==> config.mk <==
export PLATFORM = sky130hd
export DESIGN_NAME = unidade_controle_partida_flat
export DESIGN_NICKNAME = d
export VERILOG_FILES = /design/src/rtl/partida_pkg.sv /design/src/rtl/unidade_controle_partida_if.sv /design/src/rtl/temporizador_turno.sv /design/src/rtl/unidade_controle_partida.sv /design/src/flat_wrapper.sv
export SDC_FILE = /design/constraint.sdc
export NUM_CORES = 1
export LEC_CHECK = 0
export BUFFER_PORTS_ARGS = -buffer_cell sky130_fd_sc_hd__buf_2
export CAP_MARGIN = 40
export CORE_UTILIZATION = 25
export CTS_BUF_LIST = sky130_fd_sc_hd__clkbuf_16
export DETAILED_ROUTE_END_ITERATION = 16
export PLACE_DENSITY = 0.55
export REMOVE_ABC_BUFFERS = 1
export SETUP_SLACK_MARGIN = 0.15
export SYNTH_ARGS = -nofsm -noshare
export SYNTH_HDL_FRONTEND = slang
export SYNTH_SLANG_ARGS = --single-unit
==> constraint.sdc <==
create_clock -name clock -period 1.5 [get_ports clock]
set_input_delay 0.075 -clock clock [delete_from_list [all_inputs] [get_ports clock]]
set_output_delay 0.075 -clock clock [all_outputs]
set_load 0.02 [all_outputs]
==> src/rtl/partida_pkg.sv <==
// Shared definitions for the match controller: state codes, illegal-state
// debug code, default parameters and the end-of-game rule.
package partida_pkg;

    localparam int unsigned N_JOGADORES_PADRAO    = 8;
    localparam int unsigned TIMEOUT_CICLOS_PADRAO = 0;
    localparam int unsigned W_CONTADOR            = 32;
    localparam int unsigned W_ESTADO              = 5;
    localparam int unsigned W_CONTAGEM_MAX        = 6;

    localparam logic [W_ESTADO-1:0] CODIGO_ERRO = 5'b11111;

    typedef enum logic [W_ESTADO-1:0] {
        INICIAL           = 5'd0,
        RESETA_TUDO       = 5'd1,
        PREPARA_JOGO      = 5'd2,
        ARMAZENA_JOGO     = 5'd3,
        PREPARA_NOITE     = 5'd4,
        CHECAR_VIVO_N     = 5'd5,
        DELAY_NOITE       = 5'd6,
        TURNO_NOITE       = 5'd7,
        PROXIMO_N         = 5'd8,
        AVALIAR_NOITE     = 5'd9,
        CHECAR_FIM_N      = 5'd10,
        ANUNCIAR_MORTE    = 5'd11,
        PREPARA_DIA       = 5'd12,
        CHECAR_VIVO_D     = 5'd13,
        TURNO_DIA         = 5'd14,
        PROXIMO_D         = 5'd15,
        AVALIAR_VOTACAO   = 5'd16,
        CHECAR_FIM_D      = 5'd17,
        ANUNCIAR_EXPULSAO = 5'd18,
        FIM_JOGO          = 5'd19
    } estado_t;

    // Game ends when no werewolf is left or werewolves reach parity.
    function automatic logic fim_de_jogo(input logic [W_CONTAGEM_MAX-1:0] lobos,
                                         input logic [W_CONTAGEM_MAX-1:0] aldeoes);
        return (lobos == '0) || (lobos >= aldeoes);
    endfunction

endpackage

==> src/rtl/unidade_controle_partida_if.sv <==
// Bundle between the match controller and its environment.
//   master: buttons + datapath status drive inputs, observe strobes.
//   slave : the controller itself.
interface unidade_controle_partida_if
    import partida_pkg::*;
#(
    parameter int unsigned N_JOGADORES = N_JOGADORES_PADRAO,
    parameter int unsigned W_JOG       = $clog2(N_JOGADORES)
);
    logic               jogar;
    logic               passa;
    logic               jogador_vivo;
    logic [W_JOG:0]     lobos_vivos;
    logic [W_JOG:0]     aldeoes_vivos;
    logic [W_JOG-1:0]   jogador_atual;
    logic               rst_global;
    logic               zera_CS;
    logic               inc_seed;
    logic               e_seed_reg;
    logic               mostra_classe;
    logic               processar_acao;
    logic               avaliar_eliminacao;
    logic               processar_voto;
    logic               avaliar_votacao;
    logic               fim_jogo;
    logic               vitoria_lobos;
    logic               timeout;
    logic [4:0]         db_estado;

    modport master (
        output jogar, passa, jogador_vivo, lobos_vivos, aldeoes_vivos,
        input  jogador_atual, rst_global, zera_CS, inc_seed, e_seed_reg,
               mostra_classe, processar_acao, avaliar_eliminacao,
               processar_voto, avaliar_votacao, fim_jogo, vitoria_lobos,
               timeout, db_estado
    );

    modport slave (
        input  jogar, passa, jogador_vivo, lobos_vivos, aldeoes_vivos,
        output jogador_atual, rst_global, zera_CS, inc_seed, e_seed_reg,
               mostra_classe, processar_acao, avaliar_eliminacao,
               processar_voto, avaliar_votacao, fim_jogo, vitoria_lobos,
               timeout, db_estado
    );

endinterface

==> src/rtl/temporizador_turno.sv <==
// Turn timer: counts while habilita is high, clears otherwise.
//   clock, reset_n : clock and async active-low reset
//   habilita       : high while a player turn is active
//   expirou_c      : high in the cycle the count reaches TIMEOUT_CICLOS-1
// TIMEOUT_CICLOS = 0 disables the timer entirely.
module temporizador_turno
    import partida_pkg::*;
#(
    parameter int unsigned TIMEOUT_CICLOS = TIMEOUT_CICLOS_PADRAO
) (
    input  logic clock,
    input  logic reset_n,
    input  logic habilita,
    output logic expirou_c
);

    localparam logic                  ATIVO  = (TIMEOUT_CICLOS != 0);
    localparam logic [W_CONTADOR-1:0] LIMITE = W_CONTADOR'(TIMEOUT_CICLOS - 1);

    logic [W_CONTADOR-1:0] cnt_q;
    logic [W_CONTADOR-1:0] cnt_d;

    // Expiry also clears the count so a new turn always starts from zero.
    always_comb begin
        expirou_c = ATIVO && habilita && (cnt_q == LIMITE);
        cnt_d     = cnt_q + W_CONTADOR'(1);
        if (!ATIVO || !habilita || expirou_c) begin
            cnt_d = '0;
        end
    end

    always_ff @(posedge clock or negedge reset_n) begin
        if (!reset_n) begin
            cnt_q <= '0;
        end else begin
            cnt_q <= cnt_d;
        end
    end

endmodule

==> src/rtl/unidade_controle_partida.sv <==
// Match controller for the werewolf game: seed capture, then alternating
// night and day rounds over N_JOGADORES slots, skipping dead players, with
// end-of-game detection and optional turn auto-pass.
//   clock, reset_n : clock and async active-low reset
//   bus (slave)    : jogar/passa buttons, alive flag and alive counts in;
//                    player index, datapath strobes, winner, timeout and
//                    debug state code out.
module unidade_controle_partida
    import partida_pkg::*;
#(
    parameter int unsigned N_JOGADORES    = N_JOGADORES_PADRAO,
    parameter int unsigned W_JOG          = $clog2(N_JOGADORES),
    parameter int unsigned TIMEOUT_CICLOS = TIMEOUT_CICLOS_PADRAO
) (
    input  logic                      clock,
    input  logic                      reset_n,
    unidade_controle_partida_if.slave bus
);

    localparam logic [W_JOG-1:0] ULTIMO = W_JOG'(N_JOGADORES - 1);

    estado_t          state_q,     state_d;
    logic [W_JOG-1:0] jogador_q,   jogador_d;
    logic             vitoria_q,   vitoria_d;
    logic             timeout_q,   timeout_d;

    logic em_turno_c;
    logic expira_c;
    logic ultimo_c;
    logic avanca_c;
    logic fim_c;

    assign em_turno_c = (state_q == TURNO_NOITE) || (state_q == TURNO_DIA);
    assign ultimo_c   = (jogador_q == ULTIMO);
    assign avanca_c   = bus.passa || expira_c;
    assign fim_c      = fim_de_jogo(W_CONTAGEM_MAX'(bus.lobos_vivos),
                                    W_CONTAGEM_MAX'(bus.aldeoes_vivos));

    temporizador_turno #(
        .TIMEOUT_CICLOS (TIMEOUT_CICLOS)
    ) u_temporizador (
        .clock     (clock),
        .reset_n   (reset_n),
        .habilita  (em_turno_c),
        .expirou_c (expira_c)
    );

    // Next state, player index, winner latch and timeout pulse.
    always_comb begin
        state_d   = state_q;
        jogador_d = jogador_q;
        vitoria_d = vitoria_q;
        // A coinciding passa takes precedence, so no pulse is reported.
        timeout_d = expira_c && !bus.passa;

        case (state_q)
            INICIAL:       if (bus.jogar) state_d = RESETA_TUDO;
            RESETA_TUDO:   state_d = PREPARA_JOGO;
            PREPARA_JOGO:  if (bus.passa) state_d = ARMAZENA_JOGO;
            ARMAZENA_JOGO: state_d = PREPARA_NOITE;
            PREPARA_NOITE: begin
                jogador_d = '0;
                state_d   = CHECAR_VIVO_N;
            end
            CHECAR_VIVO_N: begin
                if (bus.jogador_vivo) state_d = DELAY_NOITE;
                else if (ultimo_c)    state_d = AVALIAR_NOITE;
                else                  state_d = PROXIMO_N;
            end
            DELAY_NOITE:   if (bus.passa) state_d = TURNO_NOITE;
            TURNO_NOITE: begin
                if (avanca_c) state_d = ultimo_c ? AVALIAR_NOITE : PROXIMO_N;
            end
            PROXIMO_N: begin
                jogador_d = jogador_q + W_JOG'(1);
                state_d   = CHECAR_VIVO_N;
            end
            AVALIAR_NOITE: state_d = CHECAR_FIM_N;
            CHECAR_FIM_N: begin
                if (fim_c) begin
                    vitoria_d = (bus.lobos_vivos != '0);
                    state_d   = FIM_JOGO;
                end else begin
                    state_d   = ANUNCIAR_MORTE;
                end
            end
            ANUNCIAR_MORTE: if (bus.passa) state_d = PREPARA_DIA;
            PREPARA_DIA: begin
                jogador_d = '0;
                state_d   = CHECAR_VIVO_D;
            end
            CHECAR_VIVO_D: begin
                if (bus.jogador_vivo) state_d = TURNO_DIA;
                else if (ultimo_c)    state_d = AVALIAR_VOTACAO;
                else                  state_d = PROXIMO_D;
            end
            TURNO_DIA: begin
                if (avanca_c) state_d = ultimo_c ? AVALIAR_VOTACAO : PROXIMO_D;
            end
            PROXIMO_D: begin
                jogador_d = jogador_q + W_JOG'(1);
                state_d   = CHECAR_VIVO_D;
            end
            AVALIAR_VOTACAO: state_d = CHECAR_FIM_D;
            CHECAR_FIM_D: begin
                if (fim_c) begin
                    vitoria_d = (bus.lobos_vivos != '0);
                    state_d   = FIM_JOGO;
                end else begin
                    state_d   = ANUNCIAR_EXPULSAO;
                end
            end
            ANUNCIAR_EXPULSAO: if (bus.passa) state_d = PREPARA_NOITE;
            FIM_JOGO:          if (bus.jogar) state_d = RESETA_TUDO;
            default:           state_d = INICIAL;
        endcase
    end

    always_ff @(posedge clock or negedge reset_n) begin
        if (!reset_n) begin
            state_q   <= INICIAL;
            jogador_q <= '0;
            vitoria_q <= 1'b0;
            timeout_q <= 1'b0;
        end else begin
            state_q   <= state_d;
            jogador_q <= jogador_d;
            vitoria_q <= vitoria_d;
            timeout_q <= timeout_d;
        end
    end

    // Moore decode of the registered state.
    assign bus.jogador_atual      = jogador_q;
    assign bus.rst_global         = (state_q == INICIAL) || (state_q == RESETA_TUDO);
    assign bus.zera_CS            = (state_q == INICIAL) || (state_q == RESETA_TUDO);
    assign bus.inc_seed           = (state_q == PREPARA_JOGO);
    assign bus.e_seed_reg         = (state_q == ARMAZENA_JOGO);
    assign bus.mostra_classe      = (state_q == TURNO_NOITE);
    assign bus.processar_acao     = (state_q == TURNO_NOITE);
    assign bus.avaliar_eliminacao = (state_q == AVALIAR_NOITE);
    assign bus.processar_voto     = (state_q == TURNO_DIA);
    assign bus.avaliar_votacao    = (state_q == AVALIAR_VOTACAO);
    assign bus.fim_jogo           = (state_q == FIM_JOGO);
    assign bus.vitoria_lobos      = vitoria_q;
    assign bus.timeout            = timeout_q;
    assign bus.db_estado          = (state_q > FIM_JOGO) ? CODIGO_ERRO : 5'(state_q);

endmodule
==> src/flat_wrapper.sv <==
// flat-port wrapper written by rule: the top's interface ports become plain ports
module unidade_controle_partida_flat import partida_pkg::*;
#(
    parameter int unsigned N_JOGADORES    = N_JOGADORES_PADRAO,
    parameter int unsigned W_JOG          = $clog2(N_JOGADORES),
    parameter int unsigned TIMEOUT_CICLOS = TIMEOUT_CICLOS_PADRAO
)
  (clock, reset_n, bus_jogar, bus_passa, bus_jogador_vivo, bus_lobos_vivos, bus_aldeoes_vivos, bus_jogador_atual, bus_rst_global, bus_zera_CS, bus_inc_seed, bus_e_seed_reg, bus_mostra_classe, bus_processar_acao, bus_avaliar_eliminacao, bus_processar_voto, bus_avaliar_votacao, bus_fim_jogo, bus_vitoria_lobos, bus_timeout, bus_db_estado);
  unidade_controle_partida_if #(.N_JOGADORES(N_JOGADORES), .W_JOG(W_JOG)) bus_i ();
  input  logic clock;
  input  logic reset_n;
  input wire logic [$bits(bus_i.jogar)-1:0] bus_jogar;
  input wire logic [$bits(bus_i.passa)-1:0] bus_passa;
  input wire logic [$bits(bus_i.jogador_vivo)-1:0] bus_jogador_vivo;
  input wire logic [$bits(bus_i.lobos_vivos)-1:0] bus_lobos_vivos;
  input wire logic [$bits(bus_i.aldeoes_vivos)-1:0] bus_aldeoes_vivos;
  output wire logic [$bits(bus_i.jogador_atual)-1:0] bus_jogador_atual;
  output wire logic [$bits(bus_i.rst_global)-1:0] bus_rst_global;
  output wire logic [$bits(bus_i.zera_CS)-1:0] bus_zera_CS;
  output wire logic [$bits(bus_i.inc_seed)-1:0] bus_inc_seed;
  output wire logic [$bits(bus_i.e_seed_reg)-1:0] bus_e_seed_reg;
  output wire logic [$bits(bus_i.mostra_classe)-1:0] bus_mostra_classe;
  output wire logic [$bits(bus_i.processar_acao)-1:0] bus_processar_acao;
  output wire logic [$bits(bus_i.avaliar_eliminacao)-1:0] bus_avaliar_eliminacao;
  output wire logic [$bits(bus_i.processar_voto)-1:0] bus_processar_voto;
  output wire logic [$bits(bus_i.avaliar_votacao)-1:0] bus_avaliar_votacao;
  output wire logic [$bits(bus_i.fim_jogo)-1:0] bus_fim_jogo;
  output wire logic [$bits(bus_i.vitoria_lobos)-1:0] bus_vitoria_lobos;
  output wire logic [$bits(bus_i.timeout)-1:0] bus_timeout;
  output wire logic [$bits(bus_i.db_estado)-1:0] bus_db_estado;
  assign bus_i.jogar = bus_jogar;
  assign bus_i.passa = bus_passa;
  assign bus_i.jogador_vivo = bus_jogador_vivo;
  assign bus_i.lobos_vivos = bus_lobos_vivos;
  assign bus_i.aldeoes_vivos = bus_aldeoes_vivos;
  assign bus_jogador_atual = bus_i.jogador_atual;
  assign bus_rst_global = bus_i.rst_global;
  assign bus_zera_CS = bus_i.zera_CS;
  assign bus_inc_seed = bus_i.inc_seed;
  assign bus_e_seed_reg = bus_i.e_seed_reg;
  assign bus_mostra_classe = bus_i.mostra_classe;
  assign bus_processar_acao = bus_i.processar_acao;
  assign bus_avaliar_eliminacao = bus_i.avaliar_eliminacao;
  assign bus_processar_voto = bus_i.processar_voto;
  assign bus_avaliar_votacao = bus_i.avaliar_votacao;
  assign bus_fim_jogo = bus_i.fim_jogo;
  assign bus_vitoria_lobos = bus_i.vitoria_lobos;
  assign bus_timeout = bus_i.timeout;
  assign bus_db_estado = bus_i.db_estado;
  unidade_controle_partida #(.N_JOGADORES(N_JOGADORES), .W_JOG(W_JOG), .TIMEOUT_CICLOS(TIMEOUT_CICLOS)) u_core (.clock(clock), .reset_n(reset_n), .bus(bus_i));
endmodule
==> results of run 1 <==
[flip-flops by register name (all words and copies together) (netlist names)]
| register | count |
|---|---|
| u_core.state_q | 5 |
| u_core.bus.jogador_atual | 3 |
| u_core.bus.vitoria_lobos | 1 |
[metrics by stage]
step	std cells	TNS, ps	hold slack (ps)
6_report	253	-404	228
5_1_grt	253	-878	270
4_1_cts	246	-127	236
3_5_place_dp	235	-1250	-58.4
3_3_place_gp	235	-1210	-58.4
2_1_floorplan	120	-3050	-221
[final timing paths]
check,endpoint,from,slack (ps),cells after the start
worst max-delay path,u_core.state_q[0],u_core.state_q[0],-100,6
worst min-delay path,u_core.bus.jogador_atual[2],reset_n,230,2
worst max register to register,u_core.state_q[0],u_core.state_q[0],-100,6
worst min register to register,u_core.bus.vitoria_lobos,u_core.bus.vitoria_lobos,560,2
max in group asynchronous,u_core.state_q[3],reset_n,1070,2
min in group clock,u_core.bus.vitoria_lobos,bus_lobos_vivos[3],300,4
[power by group through the flow]
stage / Combinational, mW / Clock [mW] / Sequential [mW]
3_5_place_dp: 2.15 / 0 / 0.534
5_1_grt: 3.35 / 0.479 / 0.528
3_3_place_gp: 2.16 / 0 / 0.533
2_1_floorplan: 1.10 / 0 / 0.623
6_report: 3.16 / 0.453 / 0.511
4_1_cts: 2.64 / 0.466 / 0.526
[routing by layer]
layer | vias up | wire length (um) | part of all wire [%]
met4 | 0 | 79 | 2.2
met1 | 610 | 1510 | 41
li1 | 635 | - | -
met3 | 11 | 225 | 6.2
met2 | 72 | 1840 | 50
met5 | - | 0 | 0
[cell type report]
class                      instances  area, um^2  share of cell area [%]
multi-input combinational        102         875                    45.4
timing repair buffer              79         641                    33.3
sequential                         9         230                    12.0
clock buffer                       3        75.1                    3.90
tap                               50        62.6                    3.25
inverter                           9        38.8                    2.01
clock inverter                     1        3.75                   0.195
[cell usage in the layout, fill, tap and decap left out, types with 3 or more instances in the layout]
cell type  netlist  routed
dfrtp_2          0       4
nand2_2          1       3
buf_2            1      18
buf_6            3      22
dfrtp_1          9       5
o21ai_0         12       6
a31oi_1          3       3
a21oi_1          6       5
o21ai_1          0       3
clkbuf_16        0       3
nor4_4           0       3
inv_1            7       7
ha_1             6       5
buf_4            3      37
nand2_1          8       4
nor2_1          10       8
nand2b_4         0       4
o21ai_2          2       5
[kinds of logic (layout without fill, tap and decap cells)]
kind of cell / after synthesis / in the layout / synth area share (%)
multiplexers: 2 / 2 / 1.96
AND/OR/NAND/NOR: 46 / 46 / 23.0
adder cells (fa/ha/maj): 6 / 6 / 6.92
buffers and inverters: 23 / 92 / 16.4
AO/OA/AOI/OAI: 47 / 47 / 30.7
other: 1 / 1 / 0.346
flip-flops: 9 / 9 / 20.8
[repair_timing]
action                                 in CTS  in global routing
endpoints found under the hold margin       9                  0
setup buffers                               6                  7
hold buffers                                1                  0
pin swaps                                   1                 13
resized for setup                          47                 41
setup endpoints to repair                  23                 23
==> results.cfg, run 1 <==
[outcome]
run_status = finished with violations
violations = negative setup slack

[timing]
fmax_ghz = 0.624
hold_viol = 0
finClkSkew_ps = 0.760
period_needed_ps = 1600
finalCritPeriodShare_pct = 107
setup_slack_ps = -102
rsz0062_at_grt = yes
setup_viol = 6
drv_slew = 0

[job]
cap_viol_max_count = 0

[worst_hold_path]
timing.hold.worst.class = input pin to async pin

[detailed_routing]
drt-vias-per-instance = 5.25
routed_wl_um = 3650
antenna_left = 0
wl_per_cell_um = 14.4
dr.pass1.iters = 4
route.detailed.drc = 0
vias = 1328
drt_iter0_drc = 39

[power_and_ir_drop]
swShare_pct = 44.3
p_seq_share_pct = 12.4
p_per_area_nw_per_um2 = 2140
p_int_mw = 2.30
design_power_total_mw = 4.13
combinationalPowerShare_pct = 76.6
p_leak_nw = 0.895
p_sw_mw = 1.83
pwr-share-clk_pct = 11.0
vdd_drop_max_uv = 629

[global_routing]
met1_usage_pct = 18.9
grt_use_total_pct = 15.0
grt.overflow.total = 0
use_met2_pct = 26.9
use_met3_pct = 2.50
antenna_found_initial = 0
grt_busiest_layer = met2
first_global_vias = 1143
grt_max_degree = 15
grt_pass1_wl_um = 5260

[synth]
ys_types = 53
async_flop_share_pct = 100
synth_top_area_share_pct = 20.8
synth_ff_type = dfrtp_1
synth_top_area_cell = dfrtp_1
synth_seq_cells = 9
synth_edf_count = 0
yosys_warnings = 0
syn-instance-count = 134
yosys-top-cells-area = dfrtp_1 (21%), ha_1 (6.9%), clkbuf_8 (6.3%), o21ai_0 (5.5%), nand2b_1 (3.5%)
ys_seq_area_share_pct = 20.8
syn_avg_cell_area_um2 = 8.10
synthesis.area_um2 = 1080
yosys.cell_count.top_type = o21ai_0
synth_common_cells = o21ai_0 (12), nor2_1 (10), dfrtp_1 (9)

[die]
die_area_um2 = 4610
num_rows = 23
core_area_um2 = 4090
die_x_um = 67.9
ios = 33
die_h_um = 67.9
start_util_pct = 26.5

[placed_design]
port_buffers = 31
post_dp_cell_area_um2 = 1420
dp_slack_ps = -233
gp_congestion = 0.845
dpl.hpwl_um = 2420

[setup_path]
cp_slowest_cell = dfrtp_2
path_buf_inv = 1
worstPathCellList = buf_6, and3b_4, o21ai_2, a21oi_2, a311o_1, o22ai_1
slowest_delay_ps = 420
worst_setup_path_start_kind = register
cp_max_fo = 4
critPathArrivalTime_ps = 1740
critPathTopFamily = compound AO/OA/AOI/OAI gates
crit_type = register to register
critPathCaptureType = register
crit_required_ps = 1640

[cts]
cts_tree = yes
clkTransAtPathRegs_ps = 40
numCtsBuffers = 3
htreeDepth = 1
clk_latency_ps = 230
root_buffer = clkbuf_16
cts.sinks = 9
clk_path_buf_depth = 2

[cells_and_area]
n_antenna_cell = 0
drive_gt1_share_pct = 62.1
postLayoutCellArea_um2 = 1930
area_growth_pct = 77.5
fin_util_pct = 47.1
nets = 223
n_fill_cell = 395
(Power assumes the default switching activity.)
==> run 2: changes to the inputs <==
- CORE_MARGIN: unset -> 2
==> results.cfg, run 2 (synthesized netlist as in run 1, its figures left out) <==
[outcome]
run_status = finished with violations
violations = negative setup slack

[die]
die_h_um = 69.9
die_area_um2 = 4880
num_rows = 23
start_util_pct = 26.5
ios = 33
core_area_um2 = 4090
die_x_um = 69.9

[cells_and_area]
largest_register_ffs = 5
final_cell_mix = buf_4 (36), buf_2 (20), buf_6 (17)
area_growth_pct = 73.5
n_fill_cell = 390
drive_gt1_share_pct = 60.6
n_antenna_cell = 0
seqCellArea_um2 = 230
layout_commonest_cell = buf_4
final_cells = 248
multi_input_area_um2 = 895
top_register = u_core.state_q
nets = 218

[global_routing]
grt_pass1_wl_um = 5850
antenna_found_initial = 0
grt_max_degree = 14
grt.overflow.total = 0
grt_use_total_pct = 14.4
first_global_vias = 1256

[detailed_routing]
antenna_left = 0
vias = 1283
dr.pass1.iters = 4
wl_per_cell_um = 14.6
routed_wl_um = 3630
routed.top_layer = met4
drt-vias-per-instance = 5.17
m1WireLength_um = 1620
route.detailed.drc = 0
met3_wirelength_um = 177
wl_met2_um = 1790
drt_iter0_drc = 61

[cts]
cts.sinks = 9
clk_path_buf_depth = 2
numCtsBuffers = 3
htreeDepth = 1
root_buffer = clkbuf_16
cts_tree = yes
clk_latency_ps = 230
clkTransAtPathRegs_ps = 40

[power_and_ir_drop]
vdd_drop_max_uv = 560
p_per_area_nw_per_um2 = 2160
p_leak_nw = 0.856

[setup_path]
critPathArrivalTime_ps = 1490
crit_type = register to output port
cp_max_fo = 8
crit_required_ps = 1420
ff2ff_path_depth = 7
worst_setup_path_start_kind = register
critPathCaptureType = output port

[placed_design]
gp_congestion = 0.857
place_inst = 235
dpl.hpwl_um = 2560
port_buffers = 31
dp_slack_ps = -308

[timing]
finClkSkew_ps = 2.78
hold_viol = 0
fmax_ghz = 0.639
rsz0062_at_grt = yes
setup_viol = 8
drv_slew = 0
period_needed_ps = 1560
finalCritPeriodShare_pct = 104
setup_slack_ps = -64.0

[worst_hold_path]
timing.hold.worst.class = input pin to async pin

[job]
cap_viol_max_count = 0
## run 2: changes by cell type in the layout (fill, tap and decap cells not counted), sizes merged
| cell | previous run | this run |
|---|---|---|
| buf | 78 | 73 |
## run 2: final timing paths
kind / from / to / slack, ps
max: u_core.state_q[0] / bus_inc_seed / -60
min: reset_n / u_core.bus.jogador_atual[0] / 230
max reg2reg: u_core.state_q[1] / u_core.state_q[2] / -30
min reg2reg: u_core.bus.vitoria_lobos / u_core.bus.vitoria_lobos / 550
max in group asynchronous: reset_n / u_core.state_q[3] / 1060
min in group clock: bus_lobos_vivos[2] / u_core.bus.vitoria_lobos / 290
## run 2: metrics by stage
stage | setup TNS, ps | util [%] | cell area, um^2 | hold WS [ps] | total power [mW]
2_1_floorplan | -3050 | - | 946 | -221 | 1.72
3_3_place_gp | -957 | 34.7 | 1420 | -54.1 | 2.71
3_5_place_dp | -1050 | 34.7 | 1420 | -50.1 | 2.71
4_1_cts | -138 | 42.1 | 1720 | 237 | 3.66
5_1_grt | -901 | 46.1 | 1880 | 273 | 4.34
6_report | -253 | 46.1 | 1880 | 229 | 4.07
## run 2: per-layer routing
| layer | track usage (%) | vias to the layer above |
|---|---|---|
| met1 | 20.0 | 612 |
| met3 | 3.17 | 6 |
| met2 | 22.2 | 40 |
| met5 | 0 | - |
| li1 | - | 625 |
| met4 | 4.70 | 0 |
## run 2: final cells by class
cell class,count,area share (%)
inverter,9,2.33
multi-input combinational,102,47.5
tap,50,3.32
clock buffer,3,3.99
timing repair buffer,74,30.4
sequential,9,12.2
clock inverter,1,0.199
## run 2: worst max-delay path, stage by stage (launching register included)
cell      delay, ps
dfrtp_2         460
nand2b_2        250
buf_4           160
nor3_1          180
buf_2           210
## run 2: repair_timing
item | CTS | global route
hold buffers | 1 | 0
resized for setup | 42 | 39
buffers inserted | 6 | 2
gates cloned | 0 | 0
setup endpoints to repair | 22 | 23
hold endpoints to repair | 9 | 0
pin swaps | 10 | 12
## run 2: where the power goes
part / total (mW) / switching [mW] / internal [mW] / leakage (nW)
logic: 3.08 / 1.56 / 1.51 / 0.705
clock network: 0.465 / 0.116 / 0.348 / 0.0423
registers: 0.526 / 0.164 / 0.362 / 0.109
==> run 3: changes to the inputs <==
- CTS_BUF_LIST: sky130_fd_sc_hd__clkbuf_16 -> unset
==> results.cfg, run 3 (synthesized netlist as in run 1, its figures left out) <==
[global_routing]
antenna_found_initial = 0
first_global_vias = 1273
grt.overflow.total = 0
grt_use_total_pct = 15.4
grt_pass1_wl_um = 6060
grt_max_degree = 11

[cells_and_area]
final_cells = 253
n_fill_cell = 374
seqCellArea_um2 = 230
top_register = u_core.state_q
largest_register_ffs = 5
area_growth_pct = 85.1
drive_gt1_share_pct = 64.5
layout_commonest_cell = buf_4
postLayoutCellArea_um2 = 2010
multi_input_area_um2 = 950
final_cell_mix = buf_4 (40), buf_2 (17), buf_6 (17)
n_antenna_cell = 0
nets = 223

[detailed_routing]
drt_iter0_drc = 93
drt-vias-per-instance = 5.19
wl_per_cell_um = 15.3
route.detailed.drc = 0
routed_wl_um = 3860
vias = 1314
antenna_left = 0
dr.pass1.iters = 4

[worst_hold_path]
timing.hold.worst.class = input pin to async pin

[setup_path]
crit_required_ps = 1640
cp_slowest_cell = dfrtp_2
worstPathCellList = and3b_4, o21ai_2, a21oi_2, a311o_1, o31ai_2
crit_type = register to register
critPathCaptureType = register
worst_setup_path_start_kind = register
cp_max_fo = 8
slowest_delay_ps = 460
critPathArrivalTime_ps = 1730

[timing]
drv_slew = 0
setup_slack_ps = -84.5
hold_viol = 0
finClkSkew_ps = 8.04
rsz0062_at_grt = yes
period_needed_ps = 1580
finalCritPeriodShare_pct = 106
fmax_ghz = 0.631
setup_viol = 6

[die]
start_util_pct = 26.5
num_rows = 23
die_area_um2 = 4880
die_x_um = 69.9
core_area_um2 = 4090
ios = 33
die_h_um = 69.9

[placed_design]
place_inst = 235
gp_congestion = 0.857
post_dp_cell_area_um2 = 1420
dpl.hpwl_um = 2560
port_buffers = 31

[cts]
root_buffer = clkbuf_8
cts.sinks = 9
clk_latency_ps = 240
clkTransAtPathRegs_ps = 50
htreeDepth = 1
clk_path_buf_depth = 2
numCtsBuffers = 3
cts_tree = yes

[power_and_ir_drop]
design_power_total_mw = 4.34
vdd_drop_max_uv = 623
p_per_area_nw_per_um2 = 2160
p_leak_nw = 0.896

[outcome]
run_status = finished with violations
violations = negative setup slack

[job]
cap_viol_max_count = 0
run 3: changes by cell type in the layout (fill, tap and decap cells not counted), sizes merged:
cell	change
buf	+5
clkbuf	+1
inv	-1
run 3: layout make-up:
cell class / instances / share of cell area [%]
inverter: 9 / 2.31
sequential: 9 / 11.5
timing repair buffer: 79 / 33.6
tap: 50 / 3.12
multi-input combinational: 102 / 47.3
clock buffer: 4 / 2.24
run 3: repair_timing:
action | in CTS | in global routing
pin swaps | 16 | 13
cloned | 1 | 0
setup endpoints to repair | 22 | 23
setup buffers | 6 | 6
gates resized for setup | 74 | 30
hold buffers | 1 | 0
hold endpoints to repair | 9 | 0
run 3: report_power, final:
part	internal [mW]	switching [mW]
registers	0.362	0.141
logic	1.80	1.73
clock network	0.186	0.111
run 3: per-layer routing:
| layer | wire, um | track usage (%) |
|---|---|---|
| met1 | 1770 | 20.7 |
| met2 | 1870 | 24.6 |
| met3 | 172 | 2.16 |
| met4 | 57 | 6.62 |
| met5 | 0 | 0 |
run 3: final timing paths:
| check | from | slack [ps] | to | depth (start not counted) |
|---|---|---|---|---|
| worst max-delay path | u_core.state_q[0] | -80 | u_core.state_q[2] | 5 |
| worst min-delay path | reset_n | 210 | u_core.bus.jogador_atual[0] | 2 |
| worst max register to register | u_core.state_q[0] | -80 | u_core.state_q[2] | 5 |
| worst min register to register | u_core.bus.vitoria_lobos | 560 | u_core.bus.vitoria_lobos | 2 |
| max in group asynchronous | reset_n | 1070 | u_core.state_q[2] | 2 |
| min in group clock | bus_lobos_vivos[2] | 280 | u_core.bus.vitoria_lobos | 4 |
run 3: critical path: cells and delay by family (launching register included):
kind	cells	cell delay, ps
AO/OA/AOI/OAI	4	840
flip-flops	1	460
AND/OR/NAND/NOR	1	200
run 3: stage by stage:
stage                     hold WS (ps)  setup TNS [ps]  setup WS (ps)  utilization [%]
after detailed placement         -50.1           -1050           -308             34.7
after global placement           -54.1            -957           -275             34.7
after global routing               264            -765           -145             49.1
after CTS                          228           -82.6          -41.5             44.9
final                              215            -205          -84.5             49.1
after floorplan                   -221           -3050           -621                -
